--- src/rtl/regs_shift_deserializer.sv ---
// regs_shift_deserializer: packs a serial bit stream MSB-first into
// p_nbits-wide words and offers them downstream from a one-entry buffer.
// Ports: clk, reset (async, active-low), recv_msg/recv_val/recv_rdy
//   (serial input handshake), send_msg/send_val/send_rdy (word output
//   handshake), count (bits held in the current partial word).
// Optional: define REGS_SHIFT_DESERIALIZER_FLUSH_EN to add input flush,
//   which emits a partial word zero-extended on the left.
module regs_shift_deserializer #(
    parameter int unsigned p_nbits       = 8,
    parameter logic        p_reset_value = 1'b0
) (
    input  logic                       clk,
    input  logic                       reset,
    input  logic                       recv_msg,
    input  logic                       recv_val,
    output logic                       recv_rdy,
    output logic [p_nbits-1:0]         send_msg,
    output logic                       send_val,
    input  logic                       send_rdy,
    output logic [$clog2(p_nbits)-1:0] count
`ifdef REGS_SHIFT_DESERIALIZER_FLUSH_EN
    ,
    input  logic                       flush
`endif
);

    localparam int CW = $clog2(p_nbits);
    localparam logic [CW-1:0] LAST = CW'(p_nbits - 1);
    localparam logic [p_nbits-1:0] SR_INIT = {p_nbits{p_reset_value}};

    logic [p_nbits-1:0] sr;
    logic [p_nbits-1:0] sr_next;
    logic [p_nbits-1:0] obuf;
    logic [p_nbits-1:0] obuf_next;
    logic [p_nbits-1:0] word;
    logic [p_nbits-1:0] partial;
    logic [CW-1:0]      cnt;
    logic [CW-1:0]      cnt_next;
    logic               full;
    logic               full_next;
    logic               last;
    logic               recv_fire;
    logic               send_fire;
    logic               done;
    logic               flush_take;

    // Only the completing bit needs the buffer; earlier bits go into sr.
    always_comb begin
        last      = (cnt == LAST);
        recv_rdy  = ~last | ~full | send_rdy;
        recv_fire = recv_val & recv_rdy;
        send_fire = full & send_rdy;
        word      = {sr[p_nbits-2:0], recv_msg};
        done      = recv_fire & last;
    end

`ifdef REGS_SHIFT_DESERIALIZER_FLUSH_EN
    logic               slot_free;
    logic [p_nbits-1:0] mask;
    int unsigned        nbits;

    // sr keeps stale upper bits after a word completes, so the partial
    // word is masked down to the bits actually collected.
    always_comb begin
        slot_free  = ~full | send_rdy;
        flush_take = flush & slot_free & ((cnt != '0) | recv_fire);
        nbits      = 32'(cnt) + 32'(recv_fire);
        mask       = '0;
        for (int unsigned i = 0; i < p_nbits; i++) begin
            mask[i] = (i < nbits);
        end
        partial = (recv_fire ? word : sr) & mask;
    end
`else
    assign flush_take = 1'b0;
    assign partial    = '0;
`endif

    // A completing word overrides a same-cycle drain so throughput is
    // one word every p_nbits cycles.
    always_comb begin
        sr_next   = sr;
        cnt_next  = cnt;
        obuf_next = obuf;
        full_next = full;
        if (send_fire) begin
            full_next = 1'b0;
        end
        if (flush_take) begin
            obuf_next = partial;
            full_next = 1'b1;
            cnt_next  = '0;
            sr_next   = SR_INIT;
        end else if (done) begin
            obuf_next = word;
            full_next = 1'b1;
            cnt_next  = '0;
            sr_next   = word;
        end else if (recv_fire) begin
            sr_next  = word;
            cnt_next = cnt + CW'(1);
        end
    end

    always_ff @(posedge clk or negedge reset) begin
        if (!reset) begin
            sr   <= SR_INIT;
            cnt  <= '0;
            obuf <= '0;
            full <= 1'b0;
        end else begin
            sr   <= sr_next;
            cnt  <= cnt_next;
            obuf <= obuf_next;
            full <= full_next;
        end
    end

    assign send_msg = obuf;
    assign send_val = full;
    assign count    = cnt;

endmodule
--- config.mk ---
export PLATFORM = sky130hd
export DESIGN_NAME = regs_shift_deserializer
export DESIGN_NICKNAME = d
export VERILOG_FILES = /design/src/rtl/regs_shift_deserializer.sv
export SDC_FILE = /design/constraint.sdc
export NUM_CORES = 1
export LEC_CHECK = 0
export ABC_AREA = 1
export BUFFER_PORTS_ARGS = -buffer_cell sky130_fd_sc_hd__buf_2
export CORE_MARGIN = 3
export CORE_UTILIZATION = 30
export CTS_CLUSTER_DIAMETER = 60
export DETAILED_ROUTE_END_ITERATION = 12
export GPL_TIMING_DRIVEN = 0
export PLACE_DENSITY_LB_ADDON = 0.12
export RECOVER_POWER = 100
export SKIP_CTS_REPAIR_TIMING = 1
export SLEW_MARGIN = 10
export SYNTH_ARGS = -nofsm -noshare
export SYNTH_HDL_FRONTEND = slang
export SYNTH_SLANG_ARGS = --single-unit
--- constraint.sdc ---
create_clock -name clk -period 1.6 [get_ports clk]
set_input_delay 0.24 -clock clk [delete_from_list [all_inputs] [get_ports clk]]
set_output_delay 0.24 -clock clk [all_outputs]
set_load 0.03 [all_outputs]
==> results.rst, run 1 <==
.. list-table::
   :header-rows: 1

   * - Metric
     - Value
   * - Result of the run
     - completed
   * - Required time of the worst setup path
     - 1.36 ns
   * - Count of vias placed by the detailed router
     - between 600 and 700
   * - Fraction of power spent switching nets
     - 0.425
   * - Maximum clock frequency
     - between 600 and 700 MHz
   * - Met1 track demand over resource in global routing
     - 0.160
   * - Period utilisation layout
     - 0.943
   * - Antenna violations before repair
     - 0
   * - Top Usage Layer GRT
     - met2
   * - Setup-violating endpoint count in the final report
     - 0
   * - Transition time at the pin with the least slew margin
     - roughly 1.0 ns
   * - DR DRC count
     - 0
   * - Max transition margin
     - 0.304
   * - Count of state elements after synthesis
     - 19
   * - Final number of hold-violating endpoints
     - 0
   * - Maximum net fanout on the critical path
     - 3
   * - Number of maximum-capacitance constraint violations
     - 0
   * - CTS tree
     - built
   * - Instance count of the mapped netlist
     - 85
   * - 1st-iter DRT viols
     - 19
   * - Worst min-delay path class
     - input pin to flip-flop
   * - Die width
     - 58.5 µm
   * - Met3 Usage GRT
     - 0.0461
   * - Placed Instances
     - 131
   * - Yosys cell types
     - 13
   * - Commonest cells after routing, fill and taps aside
     - sky130_fd_sc_hd__nand2_1, sky130_fd_sc_hd__dfrtp_1, sky130_fd_sc_hd__clkbuf_1
   * - Number of nets with antenna violations after detailed routing
     - 0
   * - Initial core utilization
     - 0.324
   * - Type of destination of the critical path
     - primary output
   * - Fraction of final layout cells sized beyond drive strength 1
     - 0.167
   * - Most common library cell in the layout ignoring fill and taps
     - sky130_fd_sc_hd__nand2_1
   * - Number of clock sinks
     - 19
   * - Avg Synthesized Cell Area
     - roughly 9.7 µm²
   * - Final max-slew violation count
     - 0
   * - Fin nets
     - roughly 120
   * - Total chip power
     - between 1 and 1.5 mW
   * - Worst path max stage delay
     - around 0.42 ns
   * - Setup repair after global routing missed its margin
     - false
   * - Final instance count without filler cells
     - between 100 and 150
   * - Number of top-level pins
     - 18
   * - Synth warn
     - 0
   * - Number of iterations in the first detailed-routing pass
     - 4
   * - Sequential share of power
     - 0.468
   * - Peak ir drop on the vdd network
     - roughly 760 µV
   * - Sequence of cells on the critical path
     - ha_2 > ha_4 > nand3_4 > buf_6
   * - Number of standard-cell rows in the floorplan
     - 18
   * - Total congestion overflow after global routing
     - 0
   * - Startpoint type of the worst setup path
     - flip-flop
   * - Clock skew after layout
     - between 0.009 and 0.01 ns
   * - Critical path buffer and inverter count
     - 1
   * - Worst setup path class
     - flip-flop to primary output
   * - Internal Power
     - 859 µW
   * - Portion of the post-synthesis area used by sequential elements
     - 0.576
   * - Pwr per Cell Area
     - between 1500 and 2000 nW/µm²
   * - Area growth, synth to finish
     - 20.2%
   * - Total Routed Length
     - between 1500 and 2000 µm
   * - Met2 layer usage reported by global route
     - 0.183
   * - Number of port buffers
     - 16
   * - Leak pwr
     - around 0.5 nW
   * - Total die area
     - between 3000 and 4000 µm²
   * - Avg WL per Cell
     - around 13 µm
   * - Post-DP HPWL
     - around 1100 µm
   * - Number of buffers on the longest clock path
     - 2
   * - Data arrival time of the worst path
     - 1.27 ns
   * - Worst-Skew Late Latency
     - 0.30 ns
   * - Final weighted congestion in routability-driven placement
     - between 0.7 and 0.8
   * - Cell family with the largest share of critical-path delay
     - flip-flops
   * - Clk slew on worst S/H paths
     - 0.11 ns
   * - Die Ht
     - 58.5 µm
   * - Fin Hold WS
     - approximately 0.19 ns
   * - Nets in the synthesized netlist
     - 92
   * - Global-route usage over all layers
     - 0.120
   * - CORE AREA
     - between 2000 and 3000 µm²
   * - Fin crit period
     - around 1.5 ns
   * - Number of antenna repair diodes
     - 0
   * - Share of power burned in the clock network
     - 0.163
   * - Pin count of the biggest net entering global routing
     - 20
   * - Vias in the first global route
     - between 600 and 700
   * - First-pass GRT wire length
     - just over 3000 µm
   * - Combinational group share of total power
     - 0.369
   * - NetSw
     - roughly 640 µW
   * - Clock tree root driver cell
     - sky130_fd_sc_hd__clkbuf_4
   * - Critical Path Slowest Stage Cell
     - sky130_fd_sc_hd__dfrtp_1
   * - Num CTS Buffers
     - 3
   * - Vias per Instance
     - 4.70
   * - Post-synthesis instance area
     - just over 800 µm²
   * - # H-tree levels
     - 1
==> sequential cells by signal, indices dropped and copies added (netlist names) <==
signal / count
send_msg: 8
send_val: 1
count: 3
sr: 7
==> worst register-to-register path, cell delays in order, from the launching register on <==
cell and delay (ns):
sky130_fd_sc_hd__dfrtp_1 0.42, sky130_fd_sc_hd__ha_2 0.21, sky130_fd_sc_hd__ha_4 0.17, sky130_fd_sc_hd__nand3_4 0.06
sky130_fd_sc_hd__clkbuf_2 0.23, sky130_fd_sc_hd__nand2_4 0.14, sky130_fd_sc_hd__nand2_1 0.09, sky130_fd_sc_hd__nand2_1 0.05
==> routing by layer <==
metal	wire (µm)	vias to the layer above
met5	0	-
met4	15	0
met3	97	2
met2	769	16
met1	850	299
li1	-	331
==> synthesized netlist by cell type, drive strengths merged <==
master  number  area (µm²)
nand3       11        80.1
ha           2        25.0
dfrtp       19         475
nand3b       1        7.51
nand2       39         156
nand4        8        50.1
inv          2        7.51
buf          3        23.8
==> layout make-up <==
class                           instances  area, µm²
Buffer                                  3       17.5
Tap cell                               30       37.5
Timing Repair Buffer                   19       92.6
Clock buffer                            3       22.5
Sequential cell                        19        475
Inverter                                2       7.51
Fill cell                             283       1550
Clock inverter                          1       5.00
Multi-Input combinational cell         61        334
==> power by group through the flow <==
stage               sequential (mW)  combinational, mW  clock (mW)
detailed placement            0.702              0.564           0
floorplan                     0.915              0.185           0
CTS                           0.692              0.566       0.263
global placement              0.697              0.564           0
global route                  0.722              0.628       0.287
finish                        0.699              0.552       0.244
==> metrics by stage <==
step                      cell area [µm²]   util  worst slack, ns  setup TNS [ns]
after floorplan                       826      -            0.116               0
after global placement                943  0.371            0.135               0
after detailed placement              943  0.371            0.133               0
after CTS                             971  0.382           -0.212          -0.212
after global routing                  992  0.390           0.0208               0
final                                 992  0.390           0.0905               0
==> worst paths after layout <==
kind                             startpoint           to  slack, ns  cells past startpoint
worst max-delay path               count[0]     recv_rdy       0.09                      4
worst min-delay path               recv_msg        sr[0]       0.19                      3
worst max register to register     count[0]     count[2]       0.15                      7
worst min register to register  send_msg[6]  send_msg[6]       0.48                      2
max in group asynchronous             reset  send_msg[3]       0.34                      2
min in group asynchronous             reset  send_msg[7]       0.63                      2
==> logic make-up (layout without fill, tap and decap cells) <==
logic type | Yosys count | after routing | synth area share
and+or+nand+nor | 59 | 59 | 0.356
buffers and inverters | 5 | 28 | 0.0379
adders and majority gates | 2 | 2 | 0.0303
DFF | 19 | 19 | 0.576
No activity file was read; power rests on OpenSTA's default activity.
==> run 2, diff against run 1 <==
Settings changed: BUFFER_PORTS_ARGS -buffer_cell sky130_fd_sc_hd__buf_2 to -buffer_cell sky130_fd_sc_hd__buf_4.
==> results.rst, run 2 (synthesized netlist as in run 1, its figures left out) <==
.. list-table::
   :header-rows: 1

   * - Metric
     - Value
   * - Result of the run
     - completed
   * - First-pass GRT wire length
     - roughly 3000 µm
   * - Number of clock sinks
     - 19
   * - Final number of hold-violating endpoints
     - 0
   * - Pre-CTS worst setup slack
     - about 0.17 ns
   * - # H-tree levels
     - 1
   * - Number of antenna repair diodes
     - 0
   * - Count of vias placed by the detailed router
     - 669
   * - CTS tree
     - built
   * - Most common library cell in the layout ignoring fill and taps
     - sky130_fd_sc_hd__nand2_1
   * - Number of buffers on the longest clock path
     - 2
   * - Maximum clock frequency
     - roughly 660 MHz
   * - Number of top-level pins
     - 18
   * - DR DRC count
     - 0
   * - Length of routed wiring on met1
     - roughly 840 µm
   * - Avg WL per Cell
     - around 13 µm
   * - Num CTS Buffers
     - 3
   * - Peak ir drop on the vdd network
     - 734 µV
   * - Final weighted congestion in routability-driven placement
     - roughly 0.75
   * - Initial core utilization
     - 0.324
   * - Vias per Instance
     - 4.81
   * - Transition time at the pin with the least slew margin
     - roughly 1.1 ns
   * - Startpoint type of the worst setup path
     - flip-flop
   * - Period utilisation layout
     - 0.952
   * - Critical Path Slowest Stage Cell
     - sky130_fd_sc_hd__dfrtp_1
   * - Total length of routed met3 wires
     - roughly 96 µm
   * - Total Routed Length
     - 1760 µm
   * - Number of nets with antenna violations after detailed routing
     - 0
   * - Global-route usage over all layers
     - 0.114
   * - Clk slew on worst S/H paths
     - around 0.1 ns
   * - Number of iterations in the first detailed-routing pass
     - 4
   * - Placed Instances
     - 131
   * - Number of maximum-capacitance constraint violations
     - 0
   * - Worst path max stage delay
     - around 0.41 ns
   * - 1st-iter DRT viols
     - 21
   * - Antenna violations before repair
     - 0
   * - Final max-slew violation count
     - 0
   * - Worst setup path class
     - flip-flop to primary output
   * - Maximum net fanout on the critical path
     - 4
   * - Met2 wire length
     - between 700 and 800 µm
   * - Commonest cells after routing, fill and taps aside
     - sky130_fd_sc_hd__nand2_1, sky130_fd_sc_hd__dfrtp_1, sky130_fd_sc_hd__clkbuf_1
   * - Post-DP HPWL
     - 1140 µm
   * - Setup-violating endpoint count in the final report
     - 0
   * - Die Ht
     - ~58 µm
   * - Worst-Skew Late Latency
     - 0.29 ns
   * - Max FFs per register
     - 8
   * - Clock tree root driver cell
     - sky130_fd_sc_hd__clkbuf_4
   * - Leak pwr
     - roughly 0.5 nW
   * - Pwr per Cell Area
     - between 1500 and 2000 nW/µm²
   * - Max transition margin
     - 0.298
   * - Clock skew after layout
     - around 0.0011 ns
   * - Pin count of the biggest net entering global routing
     - 20
   * - Fraction of final layout cells sized beyond drive strength 1
     - 0.165
   * - Worst min-delay path class
     - input pin to flip-flop
   * - Type of destination of the critical path
     - primary output
   * - Area growth, synth to finish
     - 20.9%
   * - Fill cell instance count of the final layout
     - 297
   * - Sequence of cells on the critical path
     - ha_2 > ha_4 > nand3_4 > buf_6
   * - Data arrival time of the worst path
     - 1.28 ns
   * - Fin Hold WS
     - around 0.19 ns
   * - Final instance count without filler cells
     - around 140
   * - Die width
     - a little under 60 µm
   * - Number of port buffers
     - 16
   * - Vias in the first global route
     - 643
   * - Total die area
     - approximately 3400 µm²
   * - Required time of the worst setup path
     - about 1.4 ns
   * - Setup repair after global routing missed its margin
     - false
   * - Crit path setup slack, layout
     - ~0.077 ns
   * - CORE AREA
     - approximately 2500 µm²
   * - Fin nets
     - about 120
   * - Total congestion overflow after global routing
     - 0
   * - Number of standard-cell rows in the floorplan
     - 18
   * - Fin crit period
     - 1.52 ns
   * - Uppermost routed layer
     - met4
run 2: routing by layer:
layer	track usage	vias up
met5	0	-
met4	0.0298	0
met3	0.0395	2
met2	0.182	14
met1	0.148	314
li1	-	339
run 2: area by class of cell:
cell class | instances | area [µm²] | area share
Buffer | 3 | 17.5 | 0.0175
Clock buffer | 4 | 26.3 | 0.0263
Inverter | 2 | 7.51 | 0.00752
Multi-Input combinational cell | 61 | 329 | 0.330
Sequential cell | 19 | 475 | 0.476
Tap cell | 30 | 37.5 | 0.0376
Timing Repair Buffer | 20 | 105 | 0.105
run 2: worst paths after layout:
kind / endpoint / cells after the start / startpoint / slack, ns
setup / recovery: recv_rdy / 4 / count[0] / 0.08
hold / removal: sr[0] / 3 / recv_msg / 0.19
setup reg to reg: sr[3] / 7 / count[0] / 0.13
hold reg to reg: send_msg[0] / 2 / send_msg[0] / 0.48
max in group asynchronous: sr[3] / 2 / reset / 0.33
min in group asynchronous: sr[6] / 2 / reset / 0.64
run 2: critical path, delay by kind of cell (launching register included):
family | cells | cell delay (ns)
and+or+nand+nor | 1 | 0.07
buffers and inverters | 1 | 0.13
DFF | 1 | 0.41
adders and majority gates | 2 | 0.38
run 2: power breakdown:
part	leakage (nW)	total (mW)	internal (mW)	switching (mW)
clock	0.0150	0.241	0.0970	0.144
combinational	0.246	0.561	0.163	0.399
sequential	0.247	0.699	0.611	0.0881
total	0.508	1.50	0.870	0.630
run 2: through the flow:
stage                     setup TNS (ns)   util  power [mW]  area [µm²]
after floorplan                        0      -        1.10         826
after global placement                 0  0.386        1.33         983
after detailed placement               0  0.386        1.34         983
after CTS                         -0.172  0.397        1.59        1010
after global routing                   0  0.392        1.61         998
final                                  0  0.392        1.50         998
==> run 3, diff against run 2 <==
Settings changed: CELL_PAD_IN_SITES_DETAIL_PLACEMENT set to 1, CELL_PAD_IN_SITES_GLOBAL_PLACEMENT set to 2.
==> results.rst, run 3 (synthesized netlist as in run 1, its figures left out) <==
.. list-table::
   :header-rows: 1

   * - Metric
     - Value
   * - Vias per Instance
     - about 4.8
   * - Placed Instances
     - about 130
   * - Final number of hold-violating endpoints
     - 0
   * - First-pass GRT wire length
     - roughly 2900 µm
   * - Num CTS Buffers
     - 3
   * - Setup repair after global routing missed its margin
     - true
   * - Pin count of the biggest net entering global routing
     - 20
   * - Setup TNS
     - 0 ns
   * - Worst min-delay path class
     - input pin to flip-flop
   * - Result of the run
     - completed
   * - # H-tree levels
     - 1
   * - DR DRC count
     - 0
   * - 1st-iter DRT viols
     - 10
   * - Fin nets
     - ~120
   * - Number of antenna repair diodes
     - 0
   * - Pre-CTS worst setup slack
     - between 0.15 and 0.2 ns
   * - Number of standard-cell rows in the floorplan
     - 18
   * - Number of nets with antenna violations after detailed routing
     - 0
   * - Total length of routed met3 wires
     - between 100 and 150 µm
   * - Number of buffers on the longest clock path
     - 2
   * - Total Routed Length
     - around 1800 µm
   * - Total congestion overflow after global routing
     - 0
   * - Setup-violating endpoint count in the final report
     - 0
   * - Post-DP HPWL
     - roughly 1300 µm
   * - Max FFs per register
     - 8
   * - Fraction of final layout cells sized beyond drive strength 1
     - 0.216
   * - Die width
     - between 50 and 60 µm
   * - CTS tree
     - built
   * - Transition time at the pin with the least slew margin
     - 1.01 ns
   * - Number of iterations in the first detailed-routing pass
     - 4
   * - Met2 wire length
     - between 800 and 900 µm
   * - Antenna violations before repair
     - 0
   * - Clk slew on worst S/H paths
     - approximately 0.10 ns
   * - Number of top-level pins
     - 18
   * - Leak pwr
     - between 0.5 and 0.6 nW
   * - Maximum net fanout on the critical path
     - 8
   * - Final max-slew violation count
     - 0
   * - Period utilisation layout
     - 0.972
   * - Number of clock sinks
     - 19
   * - CORE AREA
     - roughly 2500 µm²
   * - Area growth, synth to finish
     - 28.0%
   * - Worst-Skew Late Latency
     - about 0.29 ns
   * - Final weighted congestion in routability-driven placement
     - about 0.69
   * - Peak ir drop on the vdd network
     - ~670 µV
   * - Initial core utilization
     - 0.324
   * - Startpoint type of the worst setup path
     - flip-flop
   * - Count of vias placed by the detailed router
     - 700
   * - Worst setup path class
     - flip-flop to primary output
   * - Fin crit period
     - ~1.6 ns
   * - Data arrival time of the worst path
     - between 1 and 1.5 ns
   * - Register-to-register setup slack
     - 0.17 ns
   * - Global-route usage over all layers
     - 0.113
   * - Number of port buffers
     - 16
   * - Clock skew after layout
     - approximately 0.0029 ns
   * - Clock tree root driver cell
     - sky130_fd_sc_hd__clkbuf_4
   * - Crit path setup slack, layout
     - roughly 0.045 ns
   * - Type of destination of the critical path
     - primary output
   * - Avg WL per Cell
     - around 13 µm
   * - Length of routed wiring on met1
     - roughly 850 µm
   * - Max transition margin
     - 0.328
   * - Die Ht
     - 58.5 µm
   * - Maximum clock frequency
     - 643 MHz
   * - Uppermost routed layer
     - met4
   * - Final instance count without filler cells
     - about 150
   * - Pwr per Cell Area
     - between 1000 and 1500 nW/µm²
   * - Commonest cells after routing, fill and taps aside
     - sky130_fd_sc_hd__nand2_1, sky130_fd_sc_hd__dfrtp_1, sky130_fd_sc_hd__clkbuf_1
   * - Total die area
     - around 3400 µm²
   * - Required time of the worst setup path
     - ~1.4 ns
   * - Most common library cell in the layout ignoring fill and taps
     - sky130_fd_sc_hd__nand2_1
   * - Vias in the first global route
     - ~640
   * - Number of maximum-capacitance constraint violations
     - 0
run 3: cell count changes in the layout (fill, tap and decap cells not counted), sizes merged:
cell / delta
clkbuf: -2
buf: +9
run 3: where the power goes:
group	leakage, nW	total (mW)	switching (mW)	internal [mW]
clock network	0.0150	0.236	0.139	0.0970
logic	0.280	0.595	0.407	0.188
registers	0.247	0.700	0.0895	0.611
run 3: routing by layer:
metal,global-route usage,vias up
li1,-,345
met1,0.142,339
met2,0.177,14
met3,0.0482,2
met4,0.0298,0
met5,0,-
run 3: metrics by stage:
step	area (µm²)	hold slack, ns	utilization	power, mW
3_3_place_gp	983	0.132	0.386	1.33
5_1_grt	1060	0.215	0.415	1.65
2_1_floorplan	826	-0.0556	-	1.10
4_1_cts	1010	-0.205	0.397	1.59
6_report	1060	0.199	0.415	1.53
3_5_place_dp	983	0.130	0.386	1.35
run 3: worst paths after layout:
kind / to / cells after the start / from
worst max-delay path: recv_rdy / 4 / count[0]
worst min-delay path: sr[0] / 3 / recv_msg
worst max register to register: count[0] / 8 / count[0]
worst min register to register: send_msg[1] / 2 / send_msg[1]
max in group asynchronous: sr[6] / 2 / reset
min in group asynchronous: send_msg[7] / 2 / reset
run 3: cell type report:
cell class | count | area [µm²]
inverters | 2 | 7.51
clock buffers | 4 | 26.3
multi-input cells | 61 | 327
plain buffers | 3 | 23.8
repair buffers | 27 | 160
well taps | 30 | 37.5
fillers | 305 | 1490
flip-flops and latches | 19 | 475
run 3: critical path, stage by stage, from the launching register on:
cell	delay, ns
sky130_fd_sc_hd__dfrtp_1	0.41
sky130_fd_sc_hd__ha_2	0.20
sky130_fd_sc_hd__ha_4	0.16
sky130_fd_sc_hd__nand3_4	0.10
sky130_fd_sc_hd__buf_6	0.15
